**config.mk**
```make
export PLATFORM = sky130hd
export DESIGN_NAME = hex_display_flat
export DESIGN_NICKNAME = d
export VERILOG_FILES = /design/src/rtl/hex_display_if.sv /design/src/rtl/hex_display.sv /design/src/flat_wrapper.sv
export SDC_FILE = /design/constraint.sdc
export NUM_CORES = 1
export LEC_CHECK = 0
export CORE_MARGIN = 2
export CORE_UTILIZATION = 42
export CTS_CLUSTER_SIZE = 16
export DETAILED_ROUTE_END_ITERATION = 16
export GPL_ROUTABILITY_DRIVEN = 0
export PLACE_DENSITY = 0.83
export REMOVE_ABC_BUFFERS = 1
export SLEW_MARGIN = 30
export SYNTH_ARGS = -nofsm -noshare
export SYNTH_HDL_FRONTEND = slang
export SYNTH_SLANG_ARGS = --single-unit
export TNS_END_PERCENT = 20
```
**constraint.sdc**
```tcl
create_clock -name clk -period 4.8 [get_ports clk]
set_input_delay 0.96 -clock clk [delete_from_list [all_inputs] [get_ports clk]]
set_output_delay 0.96 -clock clk [all_outputs]
set_load 0.05 [all_outputs]
```
**src/rtl/hex_display_if.sv**
```systemverilog
// Bus between the register/debug side and the 7-segment driver.
// The master supplies the value and enable; the slave returns the pin drive.
interface hex_display_if;
    logic [15:0] data;
    logic        enable;
    logic [7:0]  seg;
    logic [3:0]  anode;

    modport master (output data, output enable, input seg, input anode);
    modport slave  (input data, input enable, output seg, output anode);
endinterface

```
**src/rtl/hex_display.sv**
```systemverilog
// Four-digit time-multiplexed driver for a common-anode 7-segment display.
// Segment and anode outputs are active-low; enable blanks without pausing the scan.
module hex_display #(
    parameter int CLKS_PER_DIGIT = 4
) (
    input  logic          clk,
    input  logic          rst,
    hex_display_if.slave  bus
);

    localparam int DIV_W = (CLKS_PER_DIGIT > 1) ? $clog2(CLKS_PER_DIGIT) : 1;
    localparam logic [DIV_W-1:0] DIV_LAST = DIV_W'(CLKS_PER_DIGIT - 1);

    logic [DIV_W-1:0] div;
    logic [1:0]       idx;
    logic [3:0]       nibble;
    logic [7:0]       seg_drive;
    logic [3:0]       anode_drive;

    function automatic logic [7:0] hex_to_seg(input logic [3:0] value);
        logic [7:0] pattern;
        case (value)
            4'h0:    pattern = 8'hC0;
            4'h1:    pattern = 8'hF9;
            4'h2:    pattern = 8'hA4;
            4'h3:    pattern = 8'hB0;
            4'h4:    pattern = 8'h99;
            4'h5:    pattern = 8'h92;
            4'h6:    pattern = 8'h82;
            4'h7:    pattern = 8'hF8;
            4'h8:    pattern = 8'h80;
            4'h9:    pattern = 8'h90;
            4'hA:    pattern = 8'h88;
            4'hB:    pattern = 8'h83;
            4'hC:    pattern = 8'hC6;
            4'hD:    pattern = 8'hA1;
            4'hE:    pattern = 8'h86;
            default: pattern = 8'h8E;
        endcase
        return pattern;
    endfunction

    // Scan keeps running while blanked so re-enabling lands on the live digit.
    always_ff @(posedge clk or posedge rst) begin
        if (rst) begin
            div <= '0;
            idx <= '0;
        end else if (div == DIV_LAST) begin
            div <= '0;
            idx <= idx + 2'd1;
        end else begin
            div <= div + DIV_W'(1);
        end
    end

    always_comb begin
        nibble = bus.data[3:0];
        case (idx)
            2'd0:    nibble = bus.data[3:0];
            2'd1:    nibble = bus.data[7:4];
            2'd2:    nibble = bus.data[11:8];
            default: nibble = bus.data[15:12];
        endcase
    end

    always_comb begin
        seg_drive   = 8'hFF;
        anode_drive = 4'b1111;
        if (bus.enable) begin
            seg_drive   = hex_to_seg(nibble);
            anode_drive = ~(4'b0001 << idx);
        end
    end

    assign bus.seg   = seg_drive;
    assign bus.anode = anode_drive;

endmodule

```
**src/flat_wrapper.sv**
```systemverilog
// flat-port wrapper written by rule: the top's interface ports become plain ports
module hex_display_flat 
#(
    parameter int CLKS_PER_DIGIT = 4
)
  (clk, rst, bus_data, bus_enable, bus_seg, bus_anode);
  hex_display_if bus_i ();
  input  logic clk;
  input  logic rst;
  input wire logic [$bits(bus_i.data)-1:0] bus_data;
  input wire logic [$bits(bus_i.enable)-1:0] bus_enable;
  output wire logic [$bits(bus_i.seg)-1:0] bus_seg;
  output wire logic [$bits(bus_i.anode)-1:0] bus_anode;
  assign bus_i.data = bus_data;
  assign bus_i.enable = bus_enable;
  assign bus_seg = bus_i.seg;
  assign bus_anode = bus_i.anode;
  hex_display #(.CLKS_PER_DIGIT(CLKS_PER_DIGIT)) u_core (.clk(clk), .rst(rst), .bus(bus_i));
endmodule
```
* Yosys cells after proc, flatten, opt, wreduce, memory -nomap -nowiden
Memory sizes are Yosys's and may differ from the RTL's. Index checks and enable logic that the tools add are counted.
Storage, ports and cells: memory bits (read-only) 112, output and inout port bits 12, register bits 4, memories kept 1, input port bits 19, logic and storage cells 15
Operators by class: shift operators 1, equality and inequality tests 3, reduce and logical (&&, ||, !) cells 1, add/sub/neg operators 2, bitwise logic cells 1, muxes and demuxes 4
Memories:
- (name not given) | words 16, bits a word 7, rd ports 1, clocked after Yosys merged registers in 0, wr ports 0, RTL line hex_display.sv:22 | case (value)
Operators by type and width (number):
- $pmux 4 s3 | 1
- $mux 8 | 1
- $add 2x1->2 const B | 2
- $eq 2x2->1 const B | 2
- $mux 4 | 1
- $not 4->4 | 1
- $shl 1x2->4 const A | 1
- $eq 2x1->1 const B | 1
- $logic_not 2->1 | 1
- $mux 2 | 1

* Depth between registers and ports, before layout
Gate-level depths: netlist of the first run. An unclocked memory read counts as a cell.
depth in word-level cells 4, mapped depth 9, mapped depth without buffers 9

* Worst setup path after synthesis of the first run
Ideal clock, no wire load.
kind input to output, start point input port bus_data[9], end point output port bus_seg[0], required time 3840 ps, buffers on the path 0, data arrival time 3057 ps, stages on the path 6, setup slack 783 ps, path through a222oi_1 > a21oi_1 > inv_1 > ha_1 > inv_1 > a311oi_1
On the way: longest elaborated chain between the ends 3
RTL lines:
- start, declared | RTL line flat_wrapper.sv:10 | input wire logic [$bits(bus_i.data)-1:0] bus_data;
- $pmux 4 s3 | RTL line hex_display.sv:58 | case (idx)
- $mem_v2 16x7
- $mux 8 | RTL line hex_display.sv:69 | if (bus.enable) begin
- end, declared | RTL line flat_wrapper.sv:12 | output wire logic [$bits(bus_i.seg)-1:0] bus_seg;
No other way between the ends.

* Final worst setup path of the first run
start point input port bus_data[8], end point output port bus_seg[6]
Same word-level chain as after synthesis.

==> qor.yml, run 1 <==
status: "finished, final reports clean"
post-cts-setup-buffer-count: 0
avgSynthCellArea_um2: 8.723
synth-main-ff-cell: "dfrtp_1"
grt_pass1_vias: 638
synthTopCellsByCount: "ha_1 (12), nand2_1 (9), inv_1 (8)"
yosys.area_share.simple_pct: 12.32
synthMuxAreaShare_pct: 11.11
design.die.area_mm2: 0.001798
drc: 0
arrival_ns: 3.52
critical_path_class: "primary input to output pin"
grt_usage_pct: 18.99
p_sw_share_pct: 37.34
p_switching_uw: 55.75
syn_to_final_growth_pct: 50.71
overflow: 0
fmax_mhz: 223.1
pwr-share-comb_pct: 49.4
hold_viol: 0
drt_iter0_drc: 41
wl_um: 1723
power_density_mw_per_mm2: 160.0
drive_above_1_share_pct: 9.901
grt_pass1_wl_um: 2746
antenna_found_initial: 0
fin_nets: 134
fin_area_um2: 933.4
clock_power_share_pct: 27.9
crit_path_max_fanout: 5
core_area_mm2: 0.001334
yosys_warnings: 0
yosysMostFrequentCell: "ha_1"
synth_top_area_share_pct: 24.24
start_util_pct: 46.44
post_drt_via_cell_ratio: 5.716
synth_top_area_cell: "ha_1"
pwr-share-seq_pct: 22.7
antenna_left: 0
num_antenna_cells: 0
cts_hold_repair.buffers: 0
rsz0062_at_grt: "false"
nFillCells: 114
syn-instance-count: 71
max_slew_margin_pct: 64.11
ctsResizeCount: 0
hold_path.class: "flop to flop"
setup_viol: 0
cts_buffer_depth: 2
htree_levels: 1
synth_area_um2: 619.3
place_area_um2: 910.9
critPathRequiredTime_ns: 3.84
yosys.cell_types.count: 30
grt_max_degree: 12
path_clk_slew_ns: 0.04
die_h_um: 42.40
portBuffers: 29
p_int_uw: 93.55
num_rows: 13
fin_util_pct: 69.98
p_leak_uw: 0.0004183
ir_drop_mv: 0.1519
vias: 663
start_kind: "primary input"
timing.reg2reg.setup_slack_ns: 3.66
worstSetupEndpointType: "output pin"
clk_latency_ns: 0.23
dieWidth_um: 42.40
clock-root-buffer: "clkbuf_4"
max-cap-violations: 0
cts_tree: "built"
ys_ff_latch: 4
synthArstFlopShare_pct: 100.0
skew_ns: 0.005463
fin_crit_sh_pct: 93.37
firstDrtPassIters: 5
synth-xor-area-share_pct: 2.828
synth_compound_area_share_pct: 24.85
ys_seq_area_share_pct: 16.16
yosys.area_share.adder_pct: 24.24
tns_ns: 0
cts_sinks: 4
dp_hpwl_um: 1317
tightest_slew_ns: 0.5384
synth.area.top_cells: "ha_1 (24%), dfrtp_1 (16%), a222oi_1 (6.5%)"
ios: 31
slew_violations: 0
synth-edff-count: 0
wire_per_inst_um: 14.85
synth_top_family_by_area: "compound AO/OA/AOI/OAI gates"
cts_inserted_buffers: 3
min_period_ns: 4.482
[final timing paths]
check                                                from                        end  cells past startpoint
max in group asynchronous                             rst    u_core.div[1]$_DFF_PP0_                      2
worst min-delay path              u_core.div[0]$_DFF_PP0_    u_core.div[0]$_DFF_PP0_                      1
min in group asynchronous                             rst  u_core.idx[1]$_DFFE_PP0P_                      2
worst max register to register  u_core.idx[0]$_DFFE_PP0P_  u_core.idx[1]$_DFFE_PP0P_                      4
worst max-delay path                          bus_data[8]                 bus_seg[6]                      8
worst min register to register    u_core.div[0]$_DFF_PP0_    u_core.div[0]$_DFF_PP0_                      1
[cell usage in the layout (no fill, tap or decap), types with 2 or more instances in the layout]
| master | synthesis | routed |
|---|---|---|
| inv_1 | 8 | 8 |
| o221ai_1 | 3 | 3 |
| a222oi_1 | 4 | 4 |
| clkbuf_4 | 0 | 3 |
| ha_1 | 12 | 12 |
| nand2_1 | 9 | 9 |
| a21oi_1 | 2 | 2 |
| mux2i_1 | 4 | 4 |
| nor4_1 | 2 | 2 |
| nor2b_1 | 2 | 2 |
| clkdlybuf4s50_1 | 0 | 28 |
| dfrtp_1 | 4 | 4 |
[flip-flops by register name, summed over array words and instances (netlist names)]
register	count
u_core.idx	2
u_core.div	2
[metal layers]
metal,share of wire [%],GRT usage [%]
met1,43,24.42
met5,0,0
met3,5.7,1.293
met4,0,3.750
met2,51,34.46
[final cells by class]
type	instances	area, um2	area share, %
repair buffers	29	287.8	30.83
well taps	15	18.77	2.011
clock buffers	3	22.52	2.413
flip-flops and latches	4	100.1	10.72
inverters	9	33.78	3.619
multi-input cells	56	470.5	50.40
[kinds of logic after synthesis]
logic type	Yosys count
xor gates and xnor gates	2
buffers and inverters	11
AOI/OAI and AO/OA	19
muxes	6
and+or+nand+nor	16
adders and majority gates	12
other	1
DFF	4
[through the flow]
stage	setup WS (ns)	hold WS [ns]	instances	total power, uW
finish	0.3184	0.4191	116	149.3
global route	0.1759	0.4478	116	154.8
CTS	0.3240	0.4224	116	151.4
detailed placement	0.3426	0.4179	113	107.2
global placement	0.4078	0.4121	113	106.6
floorplan	0.7825	0.4031	69	76.92
[power by group through the flow]
stage | Combinational, uW | Sequential (uW) | Clock, uW
floorplan | 42.6 | 34.3 | 0
global placement | 72.3 | 34.3 | 0
detailed placement | 72.9 | 34.3 | 0
CTS | 73.5 | 33.9 | 44.0
global route | 77.4 | 33.9 | 43.5
finish | 73.7 | 33.9 | 41.7
[worst max-delay path, cell delays in order]
cell and delay (ns):
clkdlybuf4s50_1 0.40, a222oi_1 0.37, a21oi_1 0.24, inv_1 0.19
ha_1 0.21, mux2i_1 0.09, o221ai_1 0.22, clkdlybuf4s50_1 0.84
Note: power is estimated with default switching activity, not from simulation.
==> run 2, diff against run 1 <==
--- a/config.mk
+++ b/config.mk
@@ -12,7 +12,7 @@
 export GPL_ROUTABILITY_DRIVEN = 0
 export PLACE_DENSITY = 0.83
 export REMOVE_ABC_BUFFERS = 1
-export SLEW_MARGIN = 30
+export SLEW_MARGIN = 20
 export SYNTH_ARGS = -nofsm -noshare
 export SYNTH_HDL_FRONTEND = slang
 export SYNTH_SLANG_ARGS = --single-unit
==> results of run 2 <==
The final DEF is identical to that of run 1; final timing and power are the same.
